File: src/rtl/pe_sched_pkg.sv
// Shared types and default sizing for the PE column scheduler.
package pe_sched_pkg;

  localparam int unsigned NPE_DEF    = 8;
  localparam int unsigned AW_DEF     = 10;
  localparam int unsigned TW_DEF     = 10;
  localparam int unsigned RD_LAT_DEF = 1;

  // Read-to-result latency for the default column geometry.
  localparam int unsigned PIPE_LAT = RD_LAT_DEF + NPE_DEF;

  typedef enum logic [1:0] {
    IDLE  = 2'd0,
    ISSUE = 2'd1,
    DRAIN = 2'd2,
    FIN   = 2'd3
  } state_e;

  // Read-to-result latency for an arbitrary column geometry.
  function automatic int unsigned pipe_lat(input int unsigned rd_lat, input int unsigned npe);
    return rd_lat + npe;
  endfunction

endpackage

File: src/rtl/pe_skew_pipe.sv
// Valid + payload delay line; every valid stage is exposed as a tap so the
// caller can pick per-lane skewed enables and the final result strobe.
module pe_skew_pipe #(
  parameter int unsigned DEPTH = 9,
  parameter int unsigned PW    = 10
) (
  input  logic             clk_i,
  input  logic             rst_ni,
  input  logic             vld_i,
  input  logic [PW-1:0]    pld_i,
  output logic [DEPTH-1:0] vld_tap_o,
  output logic [PW-1:0]    pld_o
);

  logic [DEPTH-1:0] vld_q;
  logic [PW-1:0]    pld_q [DEPTH];

  // Shift valid and payload one stage per cycle; payload is zeroed when invalid.
  always_ff @(posedge clk_i or negedge rst_ni) begin
    if (!rst_ni) begin
      vld_q <= '0;
      for (int i = 0; i < int'(DEPTH); i++) pld_q[i] <= '0;
    end else begin
      vld_q[0] <= vld_i;
      pld_q[0] <= vld_i ? pld_i : '0;
      for (int i = 1; i < int'(DEPTH); i++) begin
        vld_q[i] <= vld_q[i-1];
        pld_q[i] <= pld_q[i-1];
      end
    end
  end

  assign vld_tap_o = vld_q;
  assign pld_o     = pld_q[DEPTH-1];

endmodule

File: src/rtl/pe_col_sched.sv
// Sequencer for one column of chained PE MAC stages: issues X/W buffer reads,
// drives the skewed lane enables and tags finished dot products with an index.
// Optional build macro SCHED_PERF_EN adds the oCycCnt busy-cycle counter.
module pe_col_sched
  import pe_sched_pkg::*;
#(
  parameter int unsigned NPE    = NPE_DEF,
  parameter int unsigned AW     = AW_DEF,
  parameter int unsigned TW     = TW_DEF,
  parameter int unsigned RD_LAT = RD_LAT_DEF
) (
  input  logic          iCLK,
  input  logic          iRSTn,
  input  logic          iStart,
  input  logic [TW-1:0] iNumVec,
  input  logic [AW-1:0] iXBase,
  input  logic [AW-1:0] iWBase,
  output logic          oBusy,
  output logic          oDone,
  output logic          oRdEn,
  output logic [AW-1:0] oXAddr,
  output logic [AW-1:0] oWAddr,
  output logic [NPE-1:0] oLaneEn,
  output logic          oOutValid,
  output logic [TW-1:0] oOutIdx
`ifdef SCHED_PERF_EN
  ,
  output logic [31:0]   oCycCnt
`endif
);

  localparam int unsigned LAT = pipe_lat(RD_LAT, NPE);

  state_e        state_q;
  logic [TW-1:0] vcnt_q;
  logic [TW-1:0] num_vec_q;
  logic [AW-1:0] x_base_q;
  logic [AW-1:0] w_base_q;
  logic          rd_en_q;
  logic [AW-1:0] x_addr_q;
  logic [AW-1:0] w_addr_q;
  logic [TW-1:0] rd_idx_q;
  logic          busy_q;
  logic          done_q;

  logic [AW-1:0] x_addr_d;
  logic [AW-1:0] w_addr_d;
  logic [LAT-1:0] vld_tap;
  logic [TW-1:0] out_idx;
  logic          pipe_pending;

  // Next read addresses, wrapping modulo 2^AW.
  always_comb begin
    x_addr_d = x_base_q + AW'(vcnt_q);
    w_addr_d = w_base_q + AW'(vcnt_q);
  end

  // Anything short of the final stage still in flight keeps the job draining.
  assign pipe_pending = |vld_tap[LAT-2:0];

  // Job control FSM with registered read strobe, addresses, busy and done.
  always_ff @(posedge iCLK or negedge iRSTn) begin
    if (!iRSTn) begin
      state_q   <= IDLE;
      vcnt_q    <= '0;
      num_vec_q <= '0;
      x_base_q  <= '0;
      w_base_q  <= '0;
      rd_en_q   <= 1'b0;
      x_addr_q  <= '0;
      w_addr_q  <= '0;
      rd_idx_q  <= '0;
      busy_q    <= 1'b0;
      done_q    <= 1'b0;
    end else begin
      done_q <= 1'b0;
      unique case (state_q)
        IDLE: begin
          if (iStart) begin
            if (iNumVec != '0) begin
              num_vec_q <= iNumVec;
              x_base_q  <= iXBase;
              w_base_q  <= iWBase;
              rd_en_q   <= 1'b1;
              x_addr_q  <= iXBase;
              w_addr_q  <= iWBase;
              rd_idx_q  <= '0;
              vcnt_q    <= TW'(1);
              busy_q    <= 1'b1;
              state_q   <= ISSUE;
            end else begin
              done_q  <= 1'b1;
              state_q <= FIN;
            end
          end
        end
        ISSUE: begin
          if (vcnt_q == num_vec_q) begin
            rd_en_q <= 1'b0;
            state_q <= DRAIN;
          end else begin
            rd_en_q  <= 1'b1;
            x_addr_q <= x_addr_d;
            w_addr_q <= w_addr_d;
            rd_idx_q <= vcnt_q;
            vcnt_q   <= vcnt_q + TW'(1);
          end
        end
        DRAIN: begin
          if (!pipe_pending) begin
            busy_q  <= 1'b0;
            done_q  <= 1'b1;
            state_q <= FIN;
          end
        end
        FIN: begin
          state_q <= IDLE;
        end
        default: state_q <= IDLE;
      endcase
    end
  end

  // Read strobe and index travel together; taps give lane skew and result valid.
  pe_skew_pipe #(
    .DEPTH (LAT),
    .PW    (TW)
  ) u_skew (
    .clk_i     (iCLK),
    .rst_ni    (iRSTn),
    .vld_i     (rd_en_q),
    .pld_i     (rd_idx_q),
    .vld_tap_o (vld_tap),
    .pld_o     (out_idx)
  );

  assign oBusy     = busy_q;
  assign oDone     = done_q;
  assign oRdEn     = rd_en_q;
  assign oXAddr    = x_addr_q;
  assign oWAddr    = w_addr_q;
  assign oLaneEn   = vld_tap[RD_LAT+NPE-2:RD_LAT-1];
  assign oOutValid = vld_tap[LAT-1];
  assign oOutIdx   = out_idx;

`ifdef SCHED_PERF_EN
  logic [31:0] cyc_q;

  // Busy-cycle counter: cleared on an accepted start, saturating, held after done.
  always_ff @(posedge iCLK or negedge iRSTn) begin
    if (!iRSTn) begin
      cyc_q <= '0;
    end else if (state_q == IDLE && iStart) begin
      cyc_q <= '0;
    end else if (busy_q && cyc_q != '1) begin
      cyc_q <= cyc_q + 32'd1;
    end
  end

  assign oCycCnt = cyc_q;
`endif

endmodule

File: config.mk
export PLATFORM = sky130hd
export DESIGN_NAME = pe_col_sched
export DESIGN_NICKNAME = d
export VERILOG_FILES = /design/src/rtl/pe_sched_pkg.sv /design/src/rtl/pe_skew_pipe.sv /design/src/rtl/pe_col_sched.sv
export SDC_FILE = /design/constraint.sdc
export NUM_CORES = 1
export LEC_CHECK = 0
export ABC_AREA = 1
export CORE_ASPECT_RATIO = 0.75
export CORE_UTILIZATION = 50
export DETAILED_ROUTE_END_ITERATION = 8
export PLACE_DENSITY = 0.78
export SETUP_SLACK_MARGIN = 0.2
export SLEW_MARGIN = 5
export SYNTH_ARGS = -nofsm -noshare
export SYNTH_HDL_FRONTEND = slang
export SYNTH_HIERARCHICAL = 1
export SYNTH_SLANG_ARGS = --single-unit
File: constraint.sdc
create_clock -name iCLK -period 2.3 [get_ports iCLK]
set_input_delay 0.69 -clock iCLK [delete_from_list [all_inputs] [get_ports iCLK]]
set_output_delay 0.69 -clock iCLK [all_outputs]
set_load 0.02 [all_outputs]
==> flow_metrics.tcl <==
set metrics [dict create \
    outcome "completed" \
    overflow 0 \
    gp_congestion 0.9392 \
    arrival_ns 1.37 \
    cts_root_buf "clkbuf_16" \
    synth.avg_cell_area_um2 10.06 \
    synth_xor_area_share_pct 2.537 \
    yosys_warnings 6 \
    maxCapViolations 0 \
    clock_sinks 174 \
    synth_cell_types 33 \
    grt_pass1_vias 4877 \
    hp-class "primary input to asynchronous set/reset pin" \
    multiInputGateArea_mm2 0.002419 \
    setup_viol 0 \
    drt-pass1-iter-count 5 \
    period_share_pct 89.40 \
    critPathTopFamily "buffers and inverters" \
    seqCellArea_mm2 0.004355 \
    utilization_pct 62.89 \
    postSynthCellCount 721 \
    area_delta_synth_final_pct 20.86 \
    post_cts_buffers 0 \
    fin_skew_ns 0.006718 \
    io_buffers 74 \
    critPathLaunchType "flip-flop" \
    synth-seq-cells 174 \
    final_nets 854 \
    required_ns 1.61 \
    hold_viol 0 \
    synth_area_leaders "dfrtp_1 60%, nand2_1 12%, ha_1 3.8%" \
    synth.cell_area_mm2 0.007251 \
    cts.path.max_buffers 2 \
    slew_headroom_pct 66.76 \
    ir_worst_vdd_uv 679.2 \
    start_util_pct 52.03 \
    diodes 0 \
    rows 37 \
    total_power_mw 10.73 \
    synth.area.mux_share_pct 1.864 \
    worst_pin_slew_ns 0.4986 \
    fillerInstances 1095 \
    critPathCaptureType "output pin" \
    cts.clk_slew.worst_paths_ns 0.07 \
    cp_max_fo 2 \
    drc 0 \
    wl_um 13870 \
    ios 75 \
    crit_path_cell_trace "clkdlybuf4s50_1" \
    via_per_inst 4.962 \
    drive_gt1_share_pct 11.73 \
    fin_area_mm2 0.008763 \
    final_common_cell "nand2_1" \
    grt_use_total_pct 20.04 \
    p_leak_nw 4.651 \
    die_area_mm2 0.01499 \
    power_density_mw_per_mm2 1224 \
    fin_setup_tns_ns 0 \
    synth_top_area_share_pct 60.05 \
    synthSimpleGateAreaFrac_pct 17.76 \
    synth-compound-area-share_pct 6.247 \
    critPathKind "flip-flop to output pin" \
    slowest_stage "clkdlybuf4s50_1" \
    clk_latency_ns 0.42 \
    synth_top_family_by_area "simple AND/OR/NAND/NOR gates" \
    detail-route-antenna-nets 0 \
    cts_max_level 4 \
    synth_top_cell_by_area "dfrtp_1" \
    drtIter0Drc 371 \
    fp.dieW_um 141.1 \
    fin_crit_ns 2.056 \
    place_area_mm2 0.008152 \
    antenna_found_initial 0 \
    grt_pass1_wl_um 23260 \
    die_height_um 106.3 \
    tritoncts "yes" \
    ys_seq_area_share_pct 60.05 \
    rsz0062_at_grt "yes" \
    vias 4987 \
    timing.fmax_ghz 0.4863 \
    grt_max_degree 52 \
    final_cell_mix "228 x nand2_1, 173 x dfrtp_1, 67 x inv_1" \
    cp.buffers_inverters 1 \
    cpPeakStageDelay_ns 0.60 \
    synth_fa_ha_area_share_pct 4.349 \
    coreArea_mm2 0.01393 \
    dp_hpwl_um 9701 \
    detail_route.wl_per_cell_um 13.80 \
    synth_fp_nets 778 \
    cts_buffers 17 \
    drv_slew 0 \
]
layout make-up:
type                    count  share of cell area [%]
clock buffers              17                   4.854
multi-input cells         444                   27.60
flip-flops and latches    174                   49.70
inverters                  70                   2.998
clock inverters            15                   1.642
well taps                 195                   2.784
repair buffers             90                   10.42
registers in the layout, indices dropped and copies added, names as in the netlist:
name,count
u_skew/pld_q,80
oWAddr,10
oRdEn,1
w_base_q,10
u_skew/pld_o,10
oBusy,1
oDone,1
u_skew/vld_tap_o,9
vcnt_q,10
state_q,2
rd_idx_q,10
num_vec_q,10
oXAddr,10
x_base_q,10
synth_stat cells:
master,instances
nand4_1,8
o21a_1,2
or2_0,2
nand2_1,228
o22a_1,1
inv_1,67
dfrtp_1,174
ha_1,22
clkbuf_1,7
buf_8,3
clkinv_1,1
nor3_1,4
o21bai_1,1
a21oi_1,6
inv_2,2
o21ai_2,23
o21ai_1,1
nand3_1,33
buf_6,4
buf_2,5
a32o_1,1
buf_4,13
buf_12,1
nand2_2,1
nand3_2,1
nor2_1,35
xnor2_1,5
nand3b_1,4
nor2_2,1
mux2_2,12
fa_1,2
xor2_1,16
o21ai_0,35
path summary, 6_finish.rpt:
path,startpoint,to,slack (ns),cells past startpoint
setup / recovery,oWAddr[7]$_DFFE_PN0P_,oWAddr[7],0.24,1
hold / removal,iRSTn,oXAddr[1]$_DFFE_PN0P_,0.21,1
hold reg to reg,u_skew/pld_q[38]$_DFF_PN0_,u_skew/pld_q[28]$_DFF_PN0_,0.35,0
setup reg to reg,vcnt_q[0]$_DFFE_PN0P_,oWAddr[8]$_DFFE_PN0P_,0.33,10
min in group iCLK,u_skew/pld_q[38]$_DFF_PN0_,u_skew/pld_q[28]$_DFF_PN0_,0.35,0
max in group asynchronous,iRSTn,vcnt_q[1]$_DFFE_PN0P_,1.45,2
cell families (layout without fill, tap and decap cells):
logic type | after synthesis | in the layout
AO/OA/AOI/OAI | 70 | 70
XOR/XNOR | 21 | 21
adder cells (fa/ha/maj) | 24 | 24
buffers and inverters | 103 | 192
flip-flops | 174 | 174
multiplexers | 12 | 12
AND/OR/NAND/NOR | 317 | 317
per-stage QoR:
| stage | std cells | worst slack (ns) | hold WS (ns) |
|---|---|---|---|
| after CTS | 1005 | 0.2021 | 0.2177 |
| after global placement | 973 | 0.04823 | 0.3313 |
| after global routing | 1005 | 0.2003 | 0.2402 |
| after floorplan | 721 | 0.5036 | 0.3312 |
| after detailed placement | 973 | -0.02244 | 0.3347 |
| final | 1005 | 0.2438 | 0.2109 |
timing repair:
action,4_1_cts,5_1_grt
gates resized for setup,19,16
hold buffers,0,0
endpoints found under the setup margin,19,13
cloned,0,0
routing by layer:
layer | vias to the layer above | wire length (um) | track usage, %
li1 | 2407 | - | -
met1 | 2405 | 6728 | 28.27
met2 | 161 | 6233 | 30.17
met3 | 14 | 729 | 5.000
met4 | 0 | 176 | 7.298
met5 | - | 0 | 0
power by group:
part | switching (mW) | leakage, nW | internal [mW]
Clock | 1.29 | 0.282 | 1.44
Combinational | 2.30 | 2.07 | 1.49
Sequential | 0.462 | 2.30 | 3.74
Total | 4.06 | 4.65 | 6.67
(Power assumes the default switching activity.)
